## src/rtl/pcie_rd_chk_ml.sv

```systemverilog
// pcie_rd_chk_ml: multi-lane 8b/10b running-disparity checker with
// per-lane violation pulses, saturating error counters and a sticky flag.
// Optional feature macro: CRD_WEIGHT_CHK_EN (invalid-weight detection).
module pcie_rd_chk_ml #(
  parameter int unsigned LANES = 4,
  parameter int unsigned SYM_W = 10,
  parameter int unsigned CNT_W = 8
) (
  input  logic                     clk,
  input  logic                     rst,
  input  logic                     sym_valid_i,
  input  logic [LANES*SYM_W-1:0]   sym_in_i,
  input  logic [LANES-1:0]         lane_en_i,
  input  logic                     clr_cnt_i,
  output logic [2*LANES-1:0]       rd_state_o,
  output logic [LANES-1:0]         rd_err_o,
  output logic [LANES*CNT_W-1:0]   err_cnt_o,
  output logic                     err_sticky_o
);

  localparam int unsigned WW = $clog2(SYM_W + 1);
  localparam int unsigned H  = SYM_W / 2;

  typedef enum logic [1:0] {
    RD_UNK = 2'b00,
    RD_POS = 2'b01,
    RD_NEG = 2'b10
  } rd_e;

  typedef enum logic [1:0] {
    CL_NEU = 2'b00,
    CL_POS = 2'b01,
    CL_NEG = 2'b10,
    CL_INV = 2'b11
  } cls_e;

  rd_e              state_q [LANES];
  logic [CNT_W-1:0] cnt_q   [LANES];
  logic [LANES-1:0] rd_err_q;
  logic             sticky_q;

  cls_e             cls_c      [LANES];
  logic [LANES-1:0] lane_err_c;

  function automatic logic [WW-1:0] popcnt(input logic [SYM_W-1:0] s);
    logic [WW-1:0] acc;
    acc = '0;
    for (int i = 0; i < int'(SYM_W); i++) acc = acc + WW'(s[i]);
    return acc;
  endfunction

  // Classify each lane symbol by weight and detect a disparity violation.
  always_comb begin
    for (int k = 0; k < int'(LANES); k++) begin
      logic [WW-1:0] w;
      w = popcnt(sym_in_i[k*SYM_W +: SYM_W]);
`ifdef CRD_WEIGHT_CHK_EN
      if (w == WW'(H))          cls_c[k] = CL_NEU;
      else if (w == WW'(H + 1)) cls_c[k] = CL_POS;
      else if (w == WW'(H - 1)) cls_c[k] = CL_NEG;
      else                      cls_c[k] = CL_INV;
`else
      if (w == WW'(H))          cls_c[k] = CL_NEU;
      else if (w > WW'(H))      cls_c[k] = CL_POS;
      else                      cls_c[k] = CL_NEG;
`endif
      lane_err_c[k] = sym_valid_i && lane_en_i[k] &&
                      ((cls_c[k] == CL_INV) ||
                       (cls_c[k] == CL_POS && state_q[k] == RD_POS) ||
                       (cls_c[k] == CL_NEG && state_q[k] == RD_NEG));
    end
  end

  // Per-lane RD state machines, error pulses, counters and sticky flag.
  always_ff @(posedge clk) begin
    if (!rst) begin
      for (int k = 0; k < int'(LANES); k++) begin
        state_q[k] <= RD_UNK;
        cnt_q[k]   <= '0;
      end
      rd_err_q <= '0;
      sticky_q <= 1'b0;
    end else begin
      for (int k = 0; k < int'(LANES); k++) begin
        rd_err_q[k] <= lane_err_c[k];

        if (!lane_en_i[k]) begin
          state_q[k] <= RD_UNK;
        end else if (sym_valid_i) begin
          if (cls_c[k] == CL_INV) begin
            state_q[k] <= RD_UNK;
          end else begin
            case (state_q[k])
              RD_UNK: begin
                if (cls_c[k] == CL_POS)      state_q[k] <= RD_POS;
                else if (cls_c[k] == CL_NEG) state_q[k] <= RD_NEG;
              end
              RD_POS: if (cls_c[k] == CL_NEG) state_q[k] <= RD_NEG;
              RD_NEG: if (cls_c[k] == CL_POS) state_q[k] <= RD_POS;
              default: state_q[k] <= RD_UNK;
            endcase
          end
        end

        // An error in the clearing cycle still counts as the first event.
        if (lane_err_c[k]) begin
          if (clr_cnt_i)               cnt_q[k] <= CNT_W'(1);
          else if (cnt_q[k] != '1)     cnt_q[k] <= cnt_q[k] + CNT_W'(1);
        end else if (clr_cnt_i) begin
          cnt_q[k] <= '0;
        end
      end
      sticky_q <= (sticky_q && !clr_cnt_i) || (|lane_err_c);
    end
  end

  // Pack per-lane registers onto the flat output buses.
  always_comb begin
    rd_state_o = '0;
    err_cnt_o  = '0;
    for (int k = 0; k < int'(LANES); k++) begin
      rd_state_o[2*k +: 2]     = state_q[k];
      err_cnt_o[k*CNT_W +: CNT_W] = cnt_q[k];
    end
  end

  assign rd_err_o     = rd_err_q;
  assign err_sticky_o = sticky_q;

endmodule

```

## config.mk

```make
export PLATFORM = sky130hd
export DESIGN_NAME = pcie_rd_chk_ml
export DESIGN_NICKNAME = d
export VERILOG_FILES = /design/src/rtl/pcie_rd_chk_ml.sv
export SDC_FILE = /design/constraint.sdc
export NUM_CORES = 1
export LEC_CHECK = 0
export BUFFER_PORTS_ARGS = -buffer_cell sky130_fd_sc_hd__buf_2
export CAP_MARGIN = 40
export CORE_MARGIN = 1
export CORE_UTILIZATION = 48
export CTS_CLUSTER_DIAMETER = 150
export DETAILED_ROUTE_END_ITERATION = 16
export PLACE_DENSITY_LB_ADDON = 0.25
export SLEW_MARGIN = 15
export SYNTH_ARGS = -nofsm -noshare
export SYNTH_HDL_FRONTEND = slang
export SYNTH_SLANG_ARGS = --single-unit
```

## constraint.sdc

```tcl
create_clock -name clk -period 4.3 [get_ports clk]
set_clock_uncertainty 0.05 [all_clocks]
set_input_delay 0.645 -clock clk [delete_from_list [all_inputs] [get_ports clk]]
set_output_delay 0.645 -clock clk [all_outputs]
set_load 0.01 [all_outputs]
```

---- After elaboration in Yosys (flattened, before gate mapping) ----
Memories as Yosys holds them, arrays and structs flattened.
Cells that the tools add are included.
storage, ports and cells
  bits in registers ....................... 5
  RAM bits ................................ 40
  logic and storage cells ................. 410
  output and inout bits ................... 45
  memories kept ........................... 2
  bits of input ports ..................... 48
cells by class
  bitwise logic cells ..................... 40
  eq/ne operators ......................... 28
  $lt $le $gt $ge ......................... 4
  mux-type cells .......................... 258
  add/sub/neg operators ................... 40
  reduce and logical (&&, ||, !) cells .... 36
memory list
  name     depth  width  rd ports  clocked after memory_dff  write ports  line  RTL
  cnt_q    4      8      4         0                         4            38    logic [CNT_W-1:0] cnt_q [LANES];
  state_q  4      2      4         0                         4            37    rd_e state_q [LANES];
operators by type and width
  operator                                                                count
  1-bit 2-to-1 mux                                                        210
  4-bit by 1-bit adder with 4-bit output                                  24
  8-bit 2-to-1 mux                                                        12
  2-bit 2-to-1 mux                                                        36
  1-bit OR                                                                40
  8-bit by 1-bit adder with 8-bit output (second input constant)          4
  8-bit != test (second input constant)                                   4
  2-bit equality test (second input constant)                             12
  1-bit logical AND                                                       17
  3-bit by 1-bit adder with 4-bit output                                  4
  2-bit by 1-bit equality test with 1-bit output (second input constant)  8
  4-bit by 3-bit equality test with 1-bit output (second input constant)  4
  4-bit by 3-bit > comparator with 1-bit output (second input constant)   4
  2-bit by 1-bit adder with 3-bit output                                  4
  3-bit OR reduction                                                      4
  1-bit logical OR                                                        9
  1-bit by 1-bit adder with 2-bit output                                  4
  2-bit logical NOT                                                       4
  4-bit OR reduction                                                      1
  1-bit logical NOT                                                       1

---- Depth between registers and ports, before layout ----
Gate-level depths: netlist of the first run.
  word-level depth ........................ 25
  depth in mapped cells ................... 13
  mapped depth without buffers ............ 13

---- Worst setup path after synthesis of the first run ----
No wires, ideal clock.
  path type ............................... input to register
  start ................................... input sym_in_i[0]
  end ..................................... memory cnt_q[0][0], enable pin
  path buffers ............................ 0
  arrival time ............................ 4.019 ns
  stages on the path ...................... 13
  setup slack ............................. -0.153 ns
  cell sequence ........................... inv_1 -> fa_1 -> fa_1 -> fa_1 -> inv_1 -> ha_1 -> inv_1 -> fa_1 -> xor2_1 -> a2bb2oi_1 -> o22ai_1 -> nand3_1 -> o21ai_0
RTL lines
  element          line  RTL
  start, declared  12    input logic [LANES*SYM_W-1:0] sym_in_i,
  end, declared    38

==> impl_metrics.sql, run 1 <==
INSERT INTO impl_metrics (metric_group, metric, value, unit) VALUES
('run_status', 'result_of_the_run', 'finished, final reports clean', ''),
('worst_setup_path', 'crit_path_end_kind', 'flop', ''),
('worst_setup_path', 'crit_arrival', '4.15', 'ns'),
('floorplanning', 'core.rowCount', '29', ''),
('synthesis', 'netlist_top_cells_area', 'sky130_fd_sc_hd__edfxtp_1 (36%), sky130_fd_sc_hd__fa_1 (14%), sky130_fd_sc_hd__inv_1 (6.7%), sky130_fd_sc_hd__nor2_1 (4.9%), sky130_fd_sc_hd__ha_1 (4.5%)', ''),
('place', 'port_buffers', '92', ''),
('synthesis', 'netlist_area', '3320', 'um2'),
('place', 'dp_hpwl', '5480', 'um'),
('floorplanning', 'i_o_pin_total', '93', ''),
('sta', 'timing.fmax', '0.239', 'GHz'),
('sta', 'maxSlewHeadroom', '69.2', '%'),
('floorplanning', 'die_width', '85.2', 'um'),
('drt', 'drtPass1Iterations', '4', ''),
('cts', 'path_clk_slew', '0.08', 'ns'),
('worst_setup_path', 'setup.worst_path.start_class', 'input pin', ''),
('worst_setup_path', 'reg2reg_slack', '2.45', 'ns'),
('place', 'place_ws', '-0.209', 'ns'),
('sta', 'post-route-worst-setup-slack', '0.122', 'ns'),
('drt', 'vias', '2705', ''),
('grt', 'number_of_antenna_violations_at_the_first_check_in_global_routing', '0', ''),
('cts', 'cts_root_buffer', 'sky130_fd_sc_hd__clkbuf_8', ''),
('min_path', 'hold_depth', '2', ''),
('synthesis', 'netlist_top_cells_count', 'sky130_fd_sc_hd__inv_1 (59), sky130_fd_sc_hd__nor2_1 (43), sky130_fd_sc_hd__edfxtp_1 (40), sky130_fd_sc_hd__nand3_1 (27), sky130_fd_sc_hd__fa_1 (24)', ''),
('synthesis', 'seq_area_frac_synth', '39.2', '%'),
('grt', 'grt_first_pass_wirelength', '11500', 'um'),
('grt', 'global_route.overflow_total', '0', ''),
('power_and_ir_drop', 'ir_drop', '0.000243', 'V'),
('min_path', 'whs_endpoint', 'cnt_q[3][4]', ''),
('worst_setup_path', 'reg2reg_from', 'cnt_q[0][0]', ''),
('layout', 'layout_cell_share_with_drive_strength_beyond_1', '27.1', '%'),
('min_path', 'holdCritStartpoint', 'cnt_q[3][4]', ''),
('worst_setup_path', 'critical_path.slowest_cell', 'sky130_fd_sc_hd__fa_1', ''),
('cts', 'cts-buffers-inserted', '5', ''),
('layout', 'fin_cells', '531', ''),
('worst_setup_path', 'slowest_delay', '0.53', 'ns'),
('drt', 'initialDrtViolationCount', '92', ''),
('layout', 'area.sequential', '1300', 'um2'),
('sta', 'worst_hold_slack', '0.600', 'ns'),
('synthesis', 'yosys_most_used_dff', 'sky130_fd_sc_hd__edfxtp_1', ''),
('synthesis', 'most_area_hungry_cell_type_in_the_yosys_netlist', 'sky130_fd_sc_hd__edfxtp_1', ''),
('worst_setup_path', 'reg2regPathDepth', '6', ''),
('synthesis', 'synth-warning-count', '0', ''),
('power_and_ir_drop', 'p_leak', '1.92', 'nW'),
('synthesis', 'synthesis.area_per_instance', '9.85', 'um2'),
('cts', 'htree_levels', '2', ''),
('layout', 'multi_input_comb_area', '1790', 'um2'),
('synthesis', 'postSynthNetCount', '421', ''),
('floorplanning', 'core-area', '6490', 'um2'),
('cts', 'clock_path_buffers', '2', ''),
('layout', 'diodes', '0', ''),
('synthesis', 'async_sr_flop_fraction', '0', '%'),
('floorplanning', 'initial_utilization', '51.1', '%'),
('sta', 'worst_slew_pin_slew', '0.460', 'ns'),
('drt', 'route.antenna.remaining_nets', '0', ''),
('sta', 'period_needed', '4.18', 'ns'),
('power_and_ir_drop', 'power.density', '393', 'nW/um2'),
('place', 'placed_cells', '523', ''),
('worst_setup_path', 'crit_type', 'input pin to flop', ''),
('synthesis', 'synth-edff-count', '40', ''),
('synthesis', 'synth_cells', '337', ''),
('cts', 'clock_insertion_delay_worst_skew', '0.30', 'ns'),
('synthesis', 'ys_ff_latch', '45', ''),
('floorplanning', 'floorplan.die.height', '85.2', 'um'),
('drt', 'post-route-drc-count', '0', ''),
('cts', 'tritoncts', 'built', ''),
('synthesis', 'fraction_of_post_synthesis_cell_area_in_the_top_cell_type_by_area', '36.2', '%'),
('power_and_ir_drop', 'finalPower', '1.63', 'mW'),
('floorplanning', 'floorplan.die_area', '7250', 'um2'),
('worst_setup_path', 'path_cells', 'buf_2 -> fa_1 -> inv_1 -> fa_1 -> fa_1 -> inv_1 -> ha_1 -> inv_1 -> fa_1 -> nor2b_1 -> o31a_1 -> nor4b_2 -> o21ai_2 -> nand2_1 -> buf_12', ''),
('layout', 'fillers', '546', ''),
('sta', 'report.final.setup_viol', '0', '');
-- kinds of logic (layout without fill, tap and decap cells) --
family,count (synthesis),in the layout,synth area share (%)
AOI/OAI and AO/OA,37,37,7.65
xor gates and xnor gates,27,27,7.12
adders and majority gates,36,36,19.0
buffers and inverters,62,179,7.08
DFF,45,45,39.2
muxes,3,3,0.942
and+or+nand+nor,127,127,19.0
-- routing by layer --
metal | wire [um] | vias to the layer above | GRT usage (%)
met2 | 3290 | 74 | 35.5
met4 | 80 | 0 | 5.70
met3 | 348 | 8 | 4.47
met5 | 0 | - | 0
li1 | - | 1364 | -
met1 | 3100 | 1259 | 24.3
-- worst max-delay path, delay by kind of cell --
kind            cells  cell delay (ns)
fa+ha+maj           5             2.12
simple gates        3             0.56
compound gates      2             0.42
buf+inv             5             0.41
-- cell type report --
type	instances	area share, %
multi-input cells	230	43.1
well taps	77	2.32
repair buffers	112	15.3
clock inverters	2	0.814
flip-flops and latches	45	31.4
clock buffers	6	1.75
inverters	59	5.34
-- layout by cell type, fill, tap and decap left out, types with 2 or more instances in the layout --
master,n
sky130_fd_sc_hd__nor3b_1,2
sky130_fd_sc_hd__clkbuf_8,5
sky130_fd_sc_hd__nand3_1,27
sky130_fd_sc_hd__nor3_1,8
sky130_fd_sc_hd__nand3b_1,4
sky130_fd_sc_hd__buf_4,18
sky130_fd_sc_hd__nand4_1,2
sky130_fd_sc_hd__ha_1,12
sky130_fd_sc_hd__buf_12,2
sky130_fd_sc_hd__a21o_1,2
sky130_fd_sc_hd__nor2_1,43
sky130_fd_sc_hd__nand2_1,20
sky130_fd_sc_hd__mux2i_1,2
sky130_fd_sc_hd__xnor2_1,14
sky130_fd_sc_hd__nand2b_1,6
sky130_fd_sc_hd__nor2b_1,4
sky130_fd_sc_hd__inv_1,59
sky130_fd_sc_hd__o21ai_0,6
sky130_fd_sc_hd__a221oi_1,2
sky130_fd_sc_hd__edfxtp_1,40
sky130_fd_sc_hd__o22ai_1,4
sky130_fd_sc_hd__nand4b_1,2
sky130_fd_sc_hd__a31oi_1,2
sky130_fd_sc_hd__a211oi_1,2
sky130_fd_sc_hd__xor2_1,13
sky130_fd_sc_hd__buf_2,92
sky130_fd_sc_hd__fa_1,24
sky130_fd_sc_hd__a21oi_1,7
sky130_fd_sc_hd__dfxtp_1,5
-- timing repair --
item	CTS	global route
resized for setup	0	1
hold buffers	0	0
endpoints found under the setup margin	0	10
-- sequential cells by signal, summed over array words and instances, names as in the netlist --
name / cells
cnt_q: 32
err_sticky_o: 1
rd_err_o: 4
state_q: 8
-- worst max-delay path by stage --
stage / from / end / slack, ns / cells after the start
after global routing: sym_in_i[15] / cnt_q[1][6] / 0.004 / 15
after CTS: sym_in_i[25] / cnt_q[2][0] / 0.10 / 14
after global placement: sym_in_i[25] / cnt_q[2][3] / -0.1 / 14
final: sym_in_i[15] / cnt_q[1][4] / 0.12 / 15
after floorplan: sym_in_i[10] / cnt_q[1][0] / 0.05 / 13
after detailed placement: sym_in_i[25] / cnt_q[2][4] / -0.21 / 14
-- where the power goes --
part	total [mW]	switching (mW)	internal, mW
sequential	0.580	0.0550	0.525
combinational	0.736	0.368	0.367
clock	0.315	0.143	0.172
total	1.63	0.567	1.06
-- per-stage QoR --
stage	setup TNS (ns)	instance area, um2
2_1_floorplan	0	3320
3_3_place_gp	-1.65	4040
3_5_place_dp	-4.79	4040
4_1_cts	0	4150
5_1_grt	0	4150
6_report	0	4150
Power figures use the tool's default switching activity.
==> run 2, diff against run 1 <==
--- a/config.mk
+++ b/config.mk
@@ -5,8 +5,10 @@
 export SDC_FILE = /design/constraint.sdc
 export NUM_CORES = 1
 export LEC_CHECK = 0
+export ABC_CLOCK_PERIOD_IN_PS = 4300
 export BUFFER_PORTS_ARGS = -buffer_cell sky130_fd_sc_hd__buf_2
 export CAP_MARGIN = 40
+export CORE_ASPECT_RATIO = 1.25
 export CORE_MARGIN = 1
 export CORE_UTILIZATION = 48
 export CTS_CLUSTER_DIAMETER = 150
==> run 2 against run 1 <==
Global-route usage grew 0.19 points. Final area shrank 0.42%. Via count grew 0.92%. Combinational power shrank 2%. Power shrank 3.5%. Clock power shrank 14%. Critical endpoint is now state_q[1][0]. First-iteration DRC count shrank 14%.
==> impl_metrics.sql, run 2 (synthesis results as in run 1) <==
INSERT INTO impl_metrics (metric_group, metric, value, unit) VALUES
('floorplanning', 'floorplan.die.height', '95.0', 'um'),
('drt', 'vias', '2730', ''),
('min_path', 'timing.hold.worst.class', 'flop to flop', ''),
('sta', 'period_needed', '4.16', 'ns'),
('layout', 'layout.core_utilization', '62.5', '%'),
('run_status', 'result_of_the_run', 'finished, final reports clean', ''),
('cts', 'clock_insertion_delay_worst_skew', '0.31', 'ns'),
('layout', 'multi_input_comb_area', '1790', 'um2'),
('power_and_ir_drop', 'power.combinational.fraction', '46.0', '%'),
('sta', 'report.final.setup_viol', '0', ''),
('layout', 'nNetsFinal', '534', ''),
('drt', 'initialDrtViolationCount', '79', ''),
('worst_setup_path', 'crit_path_end_kind', 'flop', ''),
('sta', 'timing.fmax', '0.240', 'GHz'),
('sta', 'timing_hold_violations_final', '0', ''),
('drt', 'vias_per_cell', '5.07', ''),
('worst_setup_path', 'reg2reg_from', 'cnt_q[1][0]', ''),
('sta', 'report.final.slew_viol_count', '0', ''),
('power_and_ir_drop', 'sw_frac_of_total', '36.9', '%'),
('layout', 'diodes', '0', ''),
('drt', 'drtPass1Iterations', '4', ''),
('worst_setup_path', 'crit_type', 'input pin to flop', ''),
('place', 'placed_cells', '530', ''),
('layout', 'max_flop_register', 'cnt_q', ''),
('drt', 'route.antenna.remaining_nets', '0', ''),
('power_and_ir_drop', 'p_leak', '1.90', 'nW'),
('worst_setup_path', 'slowest_delay', '0.52', 'ns'),
('drt', 'routed_wl', '6780', 'um'),
('worst_setup_path', 'critPathMostFrequentCell', 'sky130_fd_sc_hd__fa_1', ''),
('power_and_ir_drop', 'pwr-share-seq', '36.7', '%'),
('sta', 'maxSlewHeadroom', '69.7', '%'),
('worst_setup_path', 'path_delay_family', 'adder cells', ''),
('grt', 'number_of_antenna_violations_at_the_first_check_in_global_routing', '0', ''),
('power_and_ir_drop', 'clock_share_of_power', '17.3', '%'),
('drt', 'post-route-drc-count', '0', ''),
('worst_setup_path', 'critPathMaxFanout', '5', ''),
('floorplanning', 'core.rowCount', '33', ''),
('power_and_ir_drop', 'finalPower', '1.57', 'mW'),
('place', 'port_buffers', '92', ''),
('layout', 'layout_cell_share_with_drive_strength_beyond_1', '27.3', '%'),
('min_path', 'holdCritStartpoint', 'err_sticky_o', ''),
('worst_setup_path', 'crit_start', 'sym_in_i[15]', ''),
('place', 'dp_hpwl', '5500', 'um'),
('worst_setup_path', 'setup.worst_path.start_class', 'input pin', ''),
('layout', 'largest_register_ff_count', '32', ''),
('power_and_ir_drop', 'ir_drop', '0.000197', 'V'),
('layout', 'area.sequential', '1300', 'um2'),
('place', 'dpl_cell_area', '4030', 'um2'),
('flow_run', 'maxCapViolCount', '0', ''),
('layout', 'fin_cells', '538', ''),
('cts', 'cts-buffers-inserted', '5', ''),
('floorplanning', 'die_width', '76.4', 'um'),
('layout', 'design_area', '4130', 'um2'),
('grt', 'global_route.overflow_total', '0', ''),
('cts', 'ctsResizeCount', '0', ''),
('power_and_ir_drop', 'p_int', '0.994', 'mW'),
('power_and_ir_drop', 'netSwitchingPower', '0.581', 'mW'),
('layout', 'fillers', '585', ''),
('sta', 'period_utilisation_layout', '96.8', '%'),
('floorplanning', 'i_o_pin_total', '93', ''),
('worst_setup_path', 'worst_ep_required_time', '4.27', 'ns'),
('worst_setup_path', 'combined_buffer_and_inverter_count_along_the_critical_path', '4', ''),
('place', 'place_ws', '-0.207', 'ns'),
('power_and_ir_drop', 'power.density', '381', 'nW/um2'),
('layout', 'most_common_cell_after_layout_fill_and_taps_aside', 'sky130_fd_sc_hd__buf_2', ''),
('cts', 'clock_path_buffers', '2', ''),
('cts', 'htree_levels', '2', ''),
('floorplanning', 'initial_utilization', '50.3', '%'),
('worst_setup_path', 'critical_path.slowest_cell', 'sky130_fd_sc_hd__fa_1', ''),
('worst_setup_path', 'crit_arrival', '4.13', 'ns'),
('place', 'routability_congestion_estimate_from_global_placement', '0.872', ''),
('cts', 'cts-hold-fix-buffers', '0', ''),
('worst_setup_path', 'path_cells', 'buf_2 -> fa_1 -> inv_1 -> fa_1 -> fa_1 -> inv_1 -> ha_1 -> inv_1 -> fa_1 -> nor2b_1 -> o31a_1 -> or2_1 -> nor4b_4 -> a211o_1', ''),
('drt', 'routedWlPerCell', '12.6', 'um'),
('sta', 'post-route-worst-setup-slack', '0.137', 'ns'),
('layout', 'area_growth_syn_to_layout', '24.4', '%'),
('cts', 'cts_root_buffer', 'sky130_fd_sc_hd__clkbuf_8', ''),
('sta', 'rsz0062_at_grt', 'no', ''),
('grt', 'grt_first_pass_wirelength', '11700', 'um'),
('grt', 'first_global_vias', '2717', ''),
('sta', 'tns', '0', 'ns'),
('cts', 'cts_setup_buffers', '0', ''),
('grt', 'grt_start_max_net_pins', '17', ''),
('floorplanning', 'core-area', '6610', 'um2'),
('sta', 'worst_hold_slack', '0.576', 'ns'),
('cts', 'path_clk_slew', '0.09', 'ns'),
('cts', 'tritoncts', 'built', ''),
('cts', 'numClockSinks', '45', ''),
('floorplanning', 'floorplan.die_area', '7260', 'um2'),
('layout', 'layout_common_cells', 'sky130_fd_sc_hd__buf_2 (92), sky130_fd_sc_hd__inv_1 (59), sky130_fd_sc_hd__nor2_1 (43)', ''),
('sta', 'worst_slew_pin_slew', '0.453', 'ns'),
('grt', 'grt_util_all_layers', '20.1', '%');
run 2: changes by cell type in the layout (fill, tap and decap cells not counted), sizes merged:
cell and change:
buf -3, bufinv -1, clkbuf -1, clkinvlp +1
inv +1
run 2: layout make-up:
cell class / count / share of cell area, %
repair buffers: 109 / 14.8
well taps: 87 / 2.64
clock inverters: 3 / 0.606
flip-flops and latches: 45 / 31.5
inverters: 59 / 5.36
clock buffers: 5 / 1.67
multi-input cells: 230 / 43.4
run 2: final timing paths:
path	cells after the start	end	slack [ns]
min	2	err_sticky_o	0.58
max	14	state_q[1][0]	0.14
max reg2reg	7	cnt_q[1][3]	2.40
min reg2reg	2	err_sticky_o	0.58
run 2: worst min-delay path: cells and delay by family (launching register included):
kind / cells / cell delay, ns
flip-flops: 1 / 0.33
AO/OA/AOI/OAI: 2 / 0.25
run 2: metal layers:
| metal | vias up | wire length, um | global-route usage, % |
|---|---|---|---|
| li1 | 1359 | - | - |
| met1 | 1285 | 2910 | 23.1 |
| met2 | 77 | 3500 | 38.4 |
| met3 | 9 | 266 | 2.22 |
| met4 | 0 | 106 | 7.69 |
| met5 | - | 0 | 0 |
run 2: power groups by stage:
stage	Clock, mW	Combinational, mW	Sequential (mW)
2_1_floorplan	0	0.461	0.594
3_3_place_gp	0	0.684	0.586
3_5_place_dp	0	0.722	0.588
4_1_cts	0.278	0.725	0.578
5_1_grt	0.291	0.821	0.586
6_report	0.272	0.724	0.578
==> run 3, diff against run 2 <==
--- a/config.mk
+++ b/config.mk
@@ -10,7 +10,7 @@
 export CAP_MARGIN = 40
 export CORE_ASPECT_RATIO = 1.25
 export CORE_MARGIN = 1
-export CORE_UTILIZATION = 48
+export CORE_UTILIZATION = 32
 export CTS_CLUSTER_DIAMETER = 150
 export DETAILED_ROUTE_END_ITERATION = 16
 export PLACE_DENSITY_LB_ADDON = 0.25
==> run 3 against run 2 <==
Final area rose by 3.5%. Clock-buffer cell count did not move. First-iteration DRC count rose by 33%. Worst setup slack got worse by 0.0088 ns. Utilization fell by 20 points. Power rose by 9.1%. Clock power rose by 42%. Sequential share of layout area fell by 1.1 points. Critical path depth did not move. Critical endpoint unchanged.
==> impl_metrics.sql, run 3 (synthesis results as in run 1) <==
INSERT INTO impl_metrics (metric_group, metric, value, unit) VALUES
('run_status', 'result_of_the_run', 'finished, final reports clean', ''),
('layout', 'fillers', '1032', ''),
('layout', 'multi_input_comb_area', '1790', 'um2'),
('drt', 'post-route-drc-count', '0', ''),
('worst_setup_path', 'crit_path_end_kind', 'flop', ''),
('layout', 'diodes', '0', ''),
('place', 'port_buffers', '92', ''),
('sta', 'report.final.setup_viol', '0', ''),
('worst_setup_path', 'combined_buffer_and_inverter_count_along_the_critical_path', '4', ''),
('sta', 'tns', '0', 'ns'),
('layout', 'largest_register_ff_count', '32', ''),
('floorplanning', 'i_o_pin_total', '93', ''),
('drt', 'routedWlPerCell', '12.0', 'um'),
('layout', 'fin_cells', '585', ''),
('floorplanning', 'floorplan.die.height', '116', 'um'),
('drt', 'vias', '2744', ''),
('floorplanning', 'floorplan.die_area', '10800', 'um2'),
('worst_setup_path', 'slowest_delay', '0.53', 'ns'),
('drt', 'route.antenna.remaining_nets', '0', ''),
('grt', 'grt_start_max_net_pins', '16', ''),
('layout', 'layout_cell_share_with_drive_strength_beyond_1', '27.6', '%'),
('grt', 'grt_first_pass_wirelength', '11500', 'um'),
('sta', 'period_utilisation_layout', '97.0', '%'),
('worst_setup_path', 'path_delay_family', 'adder cells', ''),
('power_and_ir_drop', 'p_leak', '1.96', 'nW'),
('layout', 'layout_common_cells', 'sky130_fd_sc_hd__buf_2 (92), sky130_fd_sc_hd__inv_1 (59), sky130_fd_sc_hd__nor2_1 (43)', ''),
('place', 'placed_cells', '577', ''),
('sta', 'timing_hold_violations_final', '0', ''),
('cts', 'clock_insertion_delay_worst_skew', '0.29', 'ns'),
('floorplanning', 'initial_utilization', '32.9', '%'),
('layout', 'max_flop_register', 'cnt_q', ''),
('grt', 'number_of_antenna_violations_at_the_first_check_in_global_routing', '0', ''),
('worst_setup_path', 'setup.worst_path.start_class', 'input pin', ''),
('flow_run', 'maxCapViolCount', '0', ''),
('sta', 'report.final.slew_viol_count', '0', ''),
('layout', 'area_growth_syn_to_layout', '28.7', '%'),
('cts', 'cts_root_buffer', 'sky130_fd_sc_hd__clkbuf_16', ''),
('cts', 'htree_levels', '2', ''),
('layout', 'area.sequential', '1300', 'um2'),
('floorplanning', 'core.rowCount', '41', ''),
('worst_setup_path', 'worst_ep_required_time', '4.25', 'ns'),
('worst_setup_path', 'crit_type', 'input pin to flop', ''),
('floorplanning', 'core-area', '10100', 'um2'),
('layout', 'most_common_cell_after_layout_fill_and_taps_aside', 'sky130_fd_sc_hd__buf_2', ''),
('cts', 'path_clk_slew', '0.07', 'ns'),
('grt', 'global_route.overflow_total', '0', ''),
('cts', 'clock_path_buffers', '2', ''),
('power_and_ir_drop', 'ir_drop', '0.000134', 'V'),
('place', 'routability_congestion_estimate_from_global_placement', '0.766', ''),
('drt', 'drtPass1Iterations', '4', ''),
('worst_setup_path', 'critPathMaxFanout', '5', ''),
('place', 'place_ws', '-0.158', 'ns'),
('sta', 'worst_hold_slack', '0.589', 'ns'),
('cts', 'cts-buffers-inserted', '5', ''),
('place', 'dp_hpwl', '5810', 'um'),
('power_and_ir_drop', 'power.density', '402', 'nW/um2'),
('layout', 'nNetsFinal', '539', ''),
('cts', 'tritoncts', 'built', ''),
('worst_setup_path', 'path_cells', 'buf_2 -> fa_1 -> inv_1 -> fa_1 -> fa_1 -> inv_1 -> ha_1 -> inv_1 -> fa_1 -> nor2b_1 -> o31a_1 -> or2_1 -> nor4b_4 -> a211o_1', ''),
('drt', 'initialDrtViolationCount', '105', ''),
('sta', 'period_needed', '4.17', 'ns'),
('cts', 'numClockSinks', '45', ''),
('drt', 'vias_per_cell', '4.69', ''),
('sta', 'timing.fmax', '0.240', 'GHz'),
('worst_setup_path', 'crit_arrival', '4.12', 'ns'),
('drt', 'routed_wl', '7010', 'um'),
('sta', 'post-route-worst-setup-slack', '0.129', 'ns'),
('grt', 'first_global_vias', '2687', ''),
('floorplanning', 'die_width', '93.1', 'um'),
('sta', 'worst_slew_pin_slew', '0.450', 'ns'),
('worst_setup_path', 'critical_path.slowest_cell', 'sky130_fd_sc_hd__fa_1', ''),
('worst_setup_path', 'critPathMostFrequentCell', 'sky130_fd_sc_hd__fa_1', ''),
('grt', 'grt_util_all_layers', '13.4', '%'),
('sta', 'maxSlewHeadroom', '69.9', '%'),
('min_path', 'timing.hold.worst.class', 'flop to flop', '');
run 3: layout make-up:
type	count	area share [%]
inverters	59	5.18
well taps	129	3.78
repair buffers	114	15.2
multi-input cells	230	41.9
flip-flops and latches	45	30.4
clock buffers	5	2.93
clock inverters	3	0.498
run 3: path summary, 6_finish.rpt:
path | from | end | slack (ns) | cells after the start
hold / removal | cnt_q[3][4] | cnt_q[3][4] | 0.59 | 2
setup / recovery | sym_in_i[15] | state_q[1][0] | 0.13 | 14
hold reg to reg | cnt_q[3][4] | cnt_q[3][4] | 0.59 | 2
setup reg to reg | cnt_q[1][0] | cnt_q[1][1] | 2.43 | 7
run 3: metal layers:
layer  track usage [%]  vias to the layer above  part of all wire, %
met4              3.38                        0                 0.96
met3              2.43                        7                  4.4
met1              14.5                     1314                   40
met2              26.4                       59                   55
met5                 0                        -                    0
li1                  -                     1364                    -
run 3: worst min-delay path: cells and delay by family, from the launching register on:
family,cells,cell delay (ns)
DFF,1,0.38
xor gates and xnor gates,1,0.08
and+or+nand+nor,1,0.07
run 3: through the flow:
stage / power, mW / util (%) / instance area, um2
final: 1.72 / 42.3 / 4270
after global routing: 1.85 / 42.3 / 4270
after CTS: 1.74 / 42.2 / 4270
after detailed placement: 1.35 / 40.8 / 4120
after global placement: 1.32 / 40.8 / 4120
after floorplan: 1.06 / - / 3320
run 3: report_power, final:
group / internal (mW) / switching (mW)
clock network: 0.216 / 0.170
registers: 0.526 / 0.0541
logic: 0.386 / 0.366
total: 1.13 / 0.590
run 3: timing repair:
action                                  CTS  global route
resized for setup                         0             1
hold buffers                              0             0
setup buffers                             0             0
endpoints found under the setup margin    0             8
